File: src/rtl/fft_pkg.sv
// fft_pkg: shared sizing constants, FSM state encodings and the twiddle-base helper
//   for the FFT stage sequencer.
// Latency: n/a (constants and a pure function only).
// Backpressure: n/a.
package fft_pkg;

  localparam int N_POINTS = 32;
  localparam int N_MACS   = 4;

  localparam int STAGES = $clog2(N_POINTS);
  localparam int PASSES = N_POINTS / (2 * N_MACS);
  localparam int SEL_W  = (PASSES > 1) ? $clog2(PASSES) : 1;
  localparam int STG_W  = (STAGES > 1) ? $clog2(STAGES) : 1;
  localparam int TW_W   = $clog2(N_POINTS / 2);

  // FSM state encodings
  localparam logic [1:0] IDLE  = 2'd0;
  localparam logic [1:0] RUN   = 2'd1;
  localparam logic [1:0] DRAIN = 2'd2;
  localparam logic [1:0] DONE  = 2'd3;

  // Twiddle exponent base for a pass:
  //   ((sel*N_MACS) mod 2^stg) << (STAGES-1-stg), truncated to TW_W bits.
  // The mod is a mask because 2^stg is a power of two.
  function automatic logic [TW_W-1:0] tw_index(input logic [SEL_W-1:0] sel,
                                                input logic [STG_W-1:0] stg);
    logic [31:0] base;
    logic [31:0] mask;
    base = 32'(sel) * 32'(N_MACS);
    mask = (32'd1 << stg) - 32'd1;
    return TW_W'((base & mask) << (STAGES - 1 - int'(stg)));
  endfunction

endpackage

File: src/rtl/fft_lat_pipe.sv
// fft_lat_pipe: LAT-deep shift register of {valid, sel}, aligning write-back with the MAC pipe.
//   Ports: clk/reset; valid/sel in; valid_d/sel_d out. LAT=0 passes straight through.
// Latency: LAT cycles. Backpressure: none, it always advances (also while the sequencer is held).
module fft_lat_pipe #(
  parameter int LAT = 1,
  parameter int W   = 2
) (
  input  logic         clk,
  input  logic         reset,
  input  logic         valid,
  input  logic [W-1:0] sel,
  output logic         valid_d,
  output logic [W-1:0] sel_d
);

  // At least one register exists so the port list is used for every LAT;
  // for LAT=0 the output mux bypasses it.
  localparam int D = (LAT == 0) ? 1 : LAT;

  logic [D-1:0] vld_sr;
  logic [W-1:0] sel_sr [D];

  always_ff @(posedge clk) begin
    if (reset) begin
      vld_sr <= '0;
      for (int i = 0; i < D; i++) sel_sr[i] <= '0;
    end else begin
      vld_sr[0] <= valid;
      sel_sr[0] <= sel;
      for (int i = 1; i < D; i++) begin
        vld_sr[i] <= vld_sr[i-1];
        sel_sr[i] <= sel_sr[i-1];
      end
    end
  end

  assign valid_d = (LAT == 0) ? valid : vld_sr[D-1];
  assign sel_d   = (LAT == 0) ? sel   : sel_sr[D-1];

endmodule

File: src/rtl/fft_stage_sequencer.sv
// fft_stage_sequencer: steps the radix-2 MAC array through PASSES passes for each of STAGES stages.
//   Ports: start/hold in; busy/done, mac_sel/stage/issue, rd_bank/wr_bank, tw_base, wr_en/wr_sel out.
// Latency: start -> busy next cycle; write-back = issue + MAC_LAT. Backpressure: hold stalls pass issue in RUN only.
module fft_stage_sequencer
  import fft_pkg::*;
#(
  parameter int MAC_LAT = 1
) (
  input  logic             clk,
  input  logic             reset,
  input  logic             start,
  input  logic             hold,
  output logic             busy,
  output logic             done,
  output logic [SEL_W-1:0] mac_sel,
  output logic [STG_W-1:0] stage,
  output logic             issue,
  output logic             rd_bank,
  output logic             wr_bank,
  output logic [TW_W-1:0]  tw_base,
  output logic             wr_en,
  output logic [SEL_W-1:0] wr_sel
);

  logic [1:0] state;
  logic [2:0] drain_cnt;
  logic       last_pass;
  logic       last_stage;
  logic       advance;

  assign last_pass  = (mac_sel == SEL_W'(PASSES - 1));
  assign last_stage = (stage == STG_W'(STAGES - 1));

  assign issue   = (state == RUN) && !hold;
  assign busy    = (state == RUN) || (state == DRAIN);
  assign done    = (state == DONE);
  assign rd_bank = stage[0];
  assign wr_bank = ~stage[0];
  assign tw_base = tw_index(mac_sel, stage);

  // Stage boundary: final pass issued with no MAC pipe to drain, or the drain
  // counter has run out. Resolved in the same cycle, no separate NEXT state.
  always_comb begin
    advance = 1'b0;
    if (state == RUN && issue && last_pass && MAC_LAT == 0) advance = 1'b1;
    if (state == DRAIN && drain_cnt == 3'd0)                advance = 1'b1;
  end

  always_ff @(posedge clk) begin
    if (reset) begin
      state     <= IDLE;
      mac_sel   <= '0;
      stage     <= '0;
      drain_cnt <= '0;
    end else if (advance) begin
      mac_sel <= '0;
      if (last_stage) begin
        state <= DONE;
      end else begin
        stage <= stage + STG_W'(1);
        state <= RUN;
      end
    end else begin
      case (state)
        IDLE: begin
          if (start) begin
            state   <= RUN;
            stage   <= '0;
            mac_sel <= '0;
          end
        end
        RUN: begin
          if (issue) begin
            if (last_pass) begin
              // mac_sel holds at PASSES-1 through the drain; it only wraps at the boundary.
              state     <= DRAIN;
              drain_cnt <= 3'(MAC_LAT - 1);
            end else begin
              mac_sel <= mac_sel + SEL_W'(1);
            end
          end
        end
        DRAIN: drain_cnt <= drain_cnt - 3'd1;
        default: begin
          state <= IDLE;
          stage <= '0;
        end
      endcase
    end
  end

  fft_lat_pipe #(
    .LAT (MAC_LAT),
    .W   (SEL_W)
  ) u_lat_pipe (
    .clk     (clk),
    .reset   (reset),
    .valid   (issue),
    .sel     (mac_sel),
    .valid_d (wr_en),
    .sel_d   (wr_sel)
  );

endmodule

File: config.mk
export PLATFORM = sky130hd
export DESIGN_NAME = fft_stage_sequencer
export DESIGN_NICKNAME = d
export VERILOG_FILES = /design/src/rtl/fft_pkg.sv /design/src/rtl/fft_lat_pipe.sv /design/src/rtl/fft_stage_sequencer.sv
export SDC_FILE = /design/constraint.sdc
export NUM_CORES = 1
export LEC_CHECK = 0
export BUFFER_PORTS_ARGS = -buffer_cell sky130_fd_sc_hd__buf_2
export CORE_MARGIN = 2
export CORE_UTILIZATION = 40
export DETAILED_ROUTE_END_ITERATION = 16
export GPL_TIMING_DRIVEN = 1
export HOLD_SLACK_MARGIN = 0.05
export PLACE_DENSITY = 0.66
export SETUP_SLACK_MARGIN = 0.05
export SLEW_MARGIN = 10
export SYNTH_ARGS = -nofsm -noshare
export SYNTH_HDL_FRONTEND = slang
export SYNTH_SLANG_ARGS = --single-unit
export TNS_END_PERCENT = 10
File: constraint.sdc
create_clock -name clk -period 1.64 [get_ports clk]
set_clock_uncertainty 0.1 [all_clocks]
set_input_delay 0 -clock clk [delete_from_list [all_inputs] [get_ports clk]]
set_output_delay 0 -clock clk [all_outputs]
set_load 0.1 [all_outputs]
==> metrics.md <==
| Metric | Value |
|---|---|
| Clock tree sinks | `13` |
| Initial antenna violation count | `0` |
| Tightest Hold Check Type | `flip-flop to flip-flop` |
| VDD IR-drop max | `between 2000 and 2500 µV` |
| Row count | `17` |
| WL met2 | `slightly above 1 mm` |
| Pins over their slew limit | `0` |
| WL per Instance | `approximately 12 µm` |
| Synth Flop Type | `dfxtp_1` |
| DRC violations left | `0` |
| IO Pins | `21` |
| Gr ovfl total | `0` |
| Area of the multi-input gates | `roughly 700 µm²` |
| Warnings, synthesis | `0` |
| Hold Path End | `drain_cnt[0]` |
| Max Fanout on Critical Path | `3` |
| Share of layout cells above drive strength 1 | `about half` |
| Post-synthesis cell type count | `33` |
| CP startpoint kind | `flip-flop` |
| Critical path type | `flip-flop to output pin` |
| Mapped Cells | `roughly 100` |
| Die Y | `51.6 µm` |
| Final Cell Area | `about 1400 µm²` |
| Avg Inst Size Synth | `a little under 9 µm²` |
| H-tree depth | `1` |
| R2R Path End | `stage[1]` |
| First-pass GRT wire length | `between 3 and 4 mm` |
| Area after DPL | `~1200 µm²` |
| Initial drt markers | `20` |
| Vias in the first global route | `roughly 740` |
| Flop-to-flop setup slack | `roughly 0.010 ns` |
| M1 wire length | `971 µm` |
| Hold_sp | `drain_cnt[0]` |
| Lkg Pwr | `between 0.5 and 0.6 nW` |
| DR pass1 iterations | `4` |
| Setup crit start | `stage[0]` |
| I/O Buffers | `18` |
| RSZ-0062 raised after global routing | `true` |
| Max_cap viols | `0` |
| Root Driver | `clkbuf_4` |
| Final wirelength | `~2.1 mm` |
| Post-route ant nets | `0` |
| CTS tree | `yes` |
| Setup-failing EPs final | `2` |
| Final Hold Viols | `0` |
| WP data required | `1.54 ns` |
| Crit end category | `output pin` |
| Pwr/cell area | `1780 nW/µm²` |
| Fin util | `between 60% and 70%` |
| Largest net degree at the start of global routing | `14` |
| Sequential cell area | `273 µm²` |
| Num CTS Buffers | `3` |
| Crit path DAT | `~1.9 ns` |
| Status | `complete, but fails checks` |
| Min cycle time layout | `1.99 ns` |
| EDFF count, synth | `0` |
| Uppermost layer routed | `met4` |
| Clock-pin slew of the registers on the worst-case setup and hold paths | `approximately 0.080 ns` |
| Die W | `51.6 µm` |
| Final period utilization | `122%` |
| Yosys reg bits | `13` |
| Placer Congestion | `between 0.8 and 0.9` |
| Starting Density | `41.8%` |
| Post-DP HPWL | `around 1.5 mm` |
| Final nets | `around 160` |
| Final setup margin | `-0.354 ns` |
| Die area | `2660 µm²` |
| Maximum clock insertion buffer count | `2` |
| Fill cell count | `186` |
| Ant. Diodes | `0` |
| Worst-Skew Late Latency | `approximately 0.28 ns` |
| Placed Cells | `164` |
| Pwr Total | `around 0.0024 W` |
| Seq/Total Area, Yosys | `~29%` |
| DR vias/cell | `a little over 5` |
| R2R Path Start | `state[0]` |
| Reg2Reg Depth | `6` |
| Post-CTS Setup Bufs | `0` |
| Finished Layout Cells | `171` |
| Hold depth | `2` |
| GR Util All Layers | `around 17%` |
| Cell area after synthesis | `~910 µm²` |
| Core area | `2170 µm²` |
| Asr flop ratio synth | `0%` |
| Maximum clock rate | `roughly 500 MHz` |
| Via count | `870` |
| Layout area overhead | `51.8%` |
| Failing checks | `negative setup slack` |
| Met3 wire length | `~110 µm` |
[worst max path at each step]
stage	cells after the start	endpoint	slack (ns)
finish	7	tw_base[3]	-0.35
global route	7	tw_base[3]	-0.44
CTS	7	tw_base[3]	-0.37
detailed placement	7	tw_base[3]	-0.08
global placement	7	tw_base[3]	-0.04
floorplan	6	tw_base[3]	-1.36
[metrics by stage]
| stage | hold WS (ns) | TNS [ns] | worst slack, ns |
|---|---|---|---|
| final | 0.382 | -0.634 | -0.354 |
| after global routing | 0.402 | -1.04 | -0.444 |
| after CTS | 0.373 | -0.674 | -0.366 |
| after detailed placement | 0.248 | -0.152 | -0.0824 |
| after global placement | 0.235 | -0.0902 | -0.0440 |
| after floorplan | -0.0284 | -7.93 | -1.36 |
[layout make-up]
type	count	area share, %
Clock buffer	4	1.91
Inverter	9	2.73
Multi-Input combinational cell	77	50.6
Sequential cell	13	19.8
Tap cell	28	2.55
Timing Repair Buffer	40	22.4
[per-layer routing]
metal,global-route usage (%),vias to the layer above
li1,-,428
met1,23.3,414
met2,24.4,24
met3,5.17,4
met4,5.26,0
met5,0,-
[synthesized netlist by cell type, types with 2 or more instances]
master / instances / area share (%)
a211oi_1: 2 / 1.7
a21oi_1: 4 / 2.2
buf_4: 4 / 3.3
dfxtp_1: 13 / 29
ha_1: 14 / 19
inv_1: 9 / 3.7
mux2i_1: 3 / 3.3
nand2_1: 5 / 2.1
nand2b_1: 3 / 2.1
nand3_1: 2 / 1.1
nor2_1: 11 / 4.6
nor2b_1: 6 / 4.1
nor3_1: 6 / 3.3
o21a_1: 2 / 1.7
o21ai_0: 2 / 1.1
[cell usage in the layout (no fill, tap or decap), types with 2 or more instances in the layout]
master / count
mux2i_1: 3
a211oi_1: 2
nand2b_1: 3
dfxtp_4: 2
dlygate4sd3_1: 3
ha_2: 4
o21a_1: 2
nor3_1: 6
ha_1: 6
buf_2: 15
clkbuf_4: 3
nor2b_1: 5
buf_4: 19
buf_12: 3
nand2_1: 5
ha_4: 4
conb_1: 2
dfxtp_2: 4
dfxtp_1: 7
a21oi_1: 3
inv_2: 3
nor2_1: 10
inv_1: 5
[worst max-delay path, cell delays in order (launching register included)]
cell        delay (ns)
dfxtp_4           0.36
clkinvlp_4        0.09
ha_4              0.17
ha_4              0.24
nor2b_4           0.18
nand3_2           0.10
o32ai_4           0.25
buf_12            0.21
[report_power, final]
part	internal, W	switching (W)	leakage, nW
logic	0.000668	0.00114	0.455
clock network	0.0000945	0.000108	0.0150
registers	0.000391	0.0000479	0.109
total	0.00115	0.00129	0.578
[kinds of logic (layout without fill, tap and decap cells)]
kind of cell             Yosys count  count (layout)  share of synthesized area, %
other                              1               2                         0.414
multiplexers                       3               3                          3.32
AND/OR/NAND/NOR                   38              38                          22.4
AO/OA/AOI/OAI                     18              18                          15.2
buffers and inverters             15              53                          8.70
adder cells (fa/ha/maj)           14              14                          19.3
XOR/XNOR                           2               2                          1.93
flip-flops                        13              13                          28.7
[registers in the layout, summed over array words and instances, names as in the netlist]
name                cells
u_lat_pipe.valid_d      1
u_lat_pipe.sel_sr       2
stage                   3
drain_cnt               3
mac_sel                 2
state                   2
[timing repair]
action	in CTS	in global routing
pin swaps	6	5
gates cloned	0	0
resized for setup	11	13
hold buffers	3	0
setup endpoints to repair	10	14
endpoints found under the hold margin	13	0
Power figures use the tool's default switching activity.
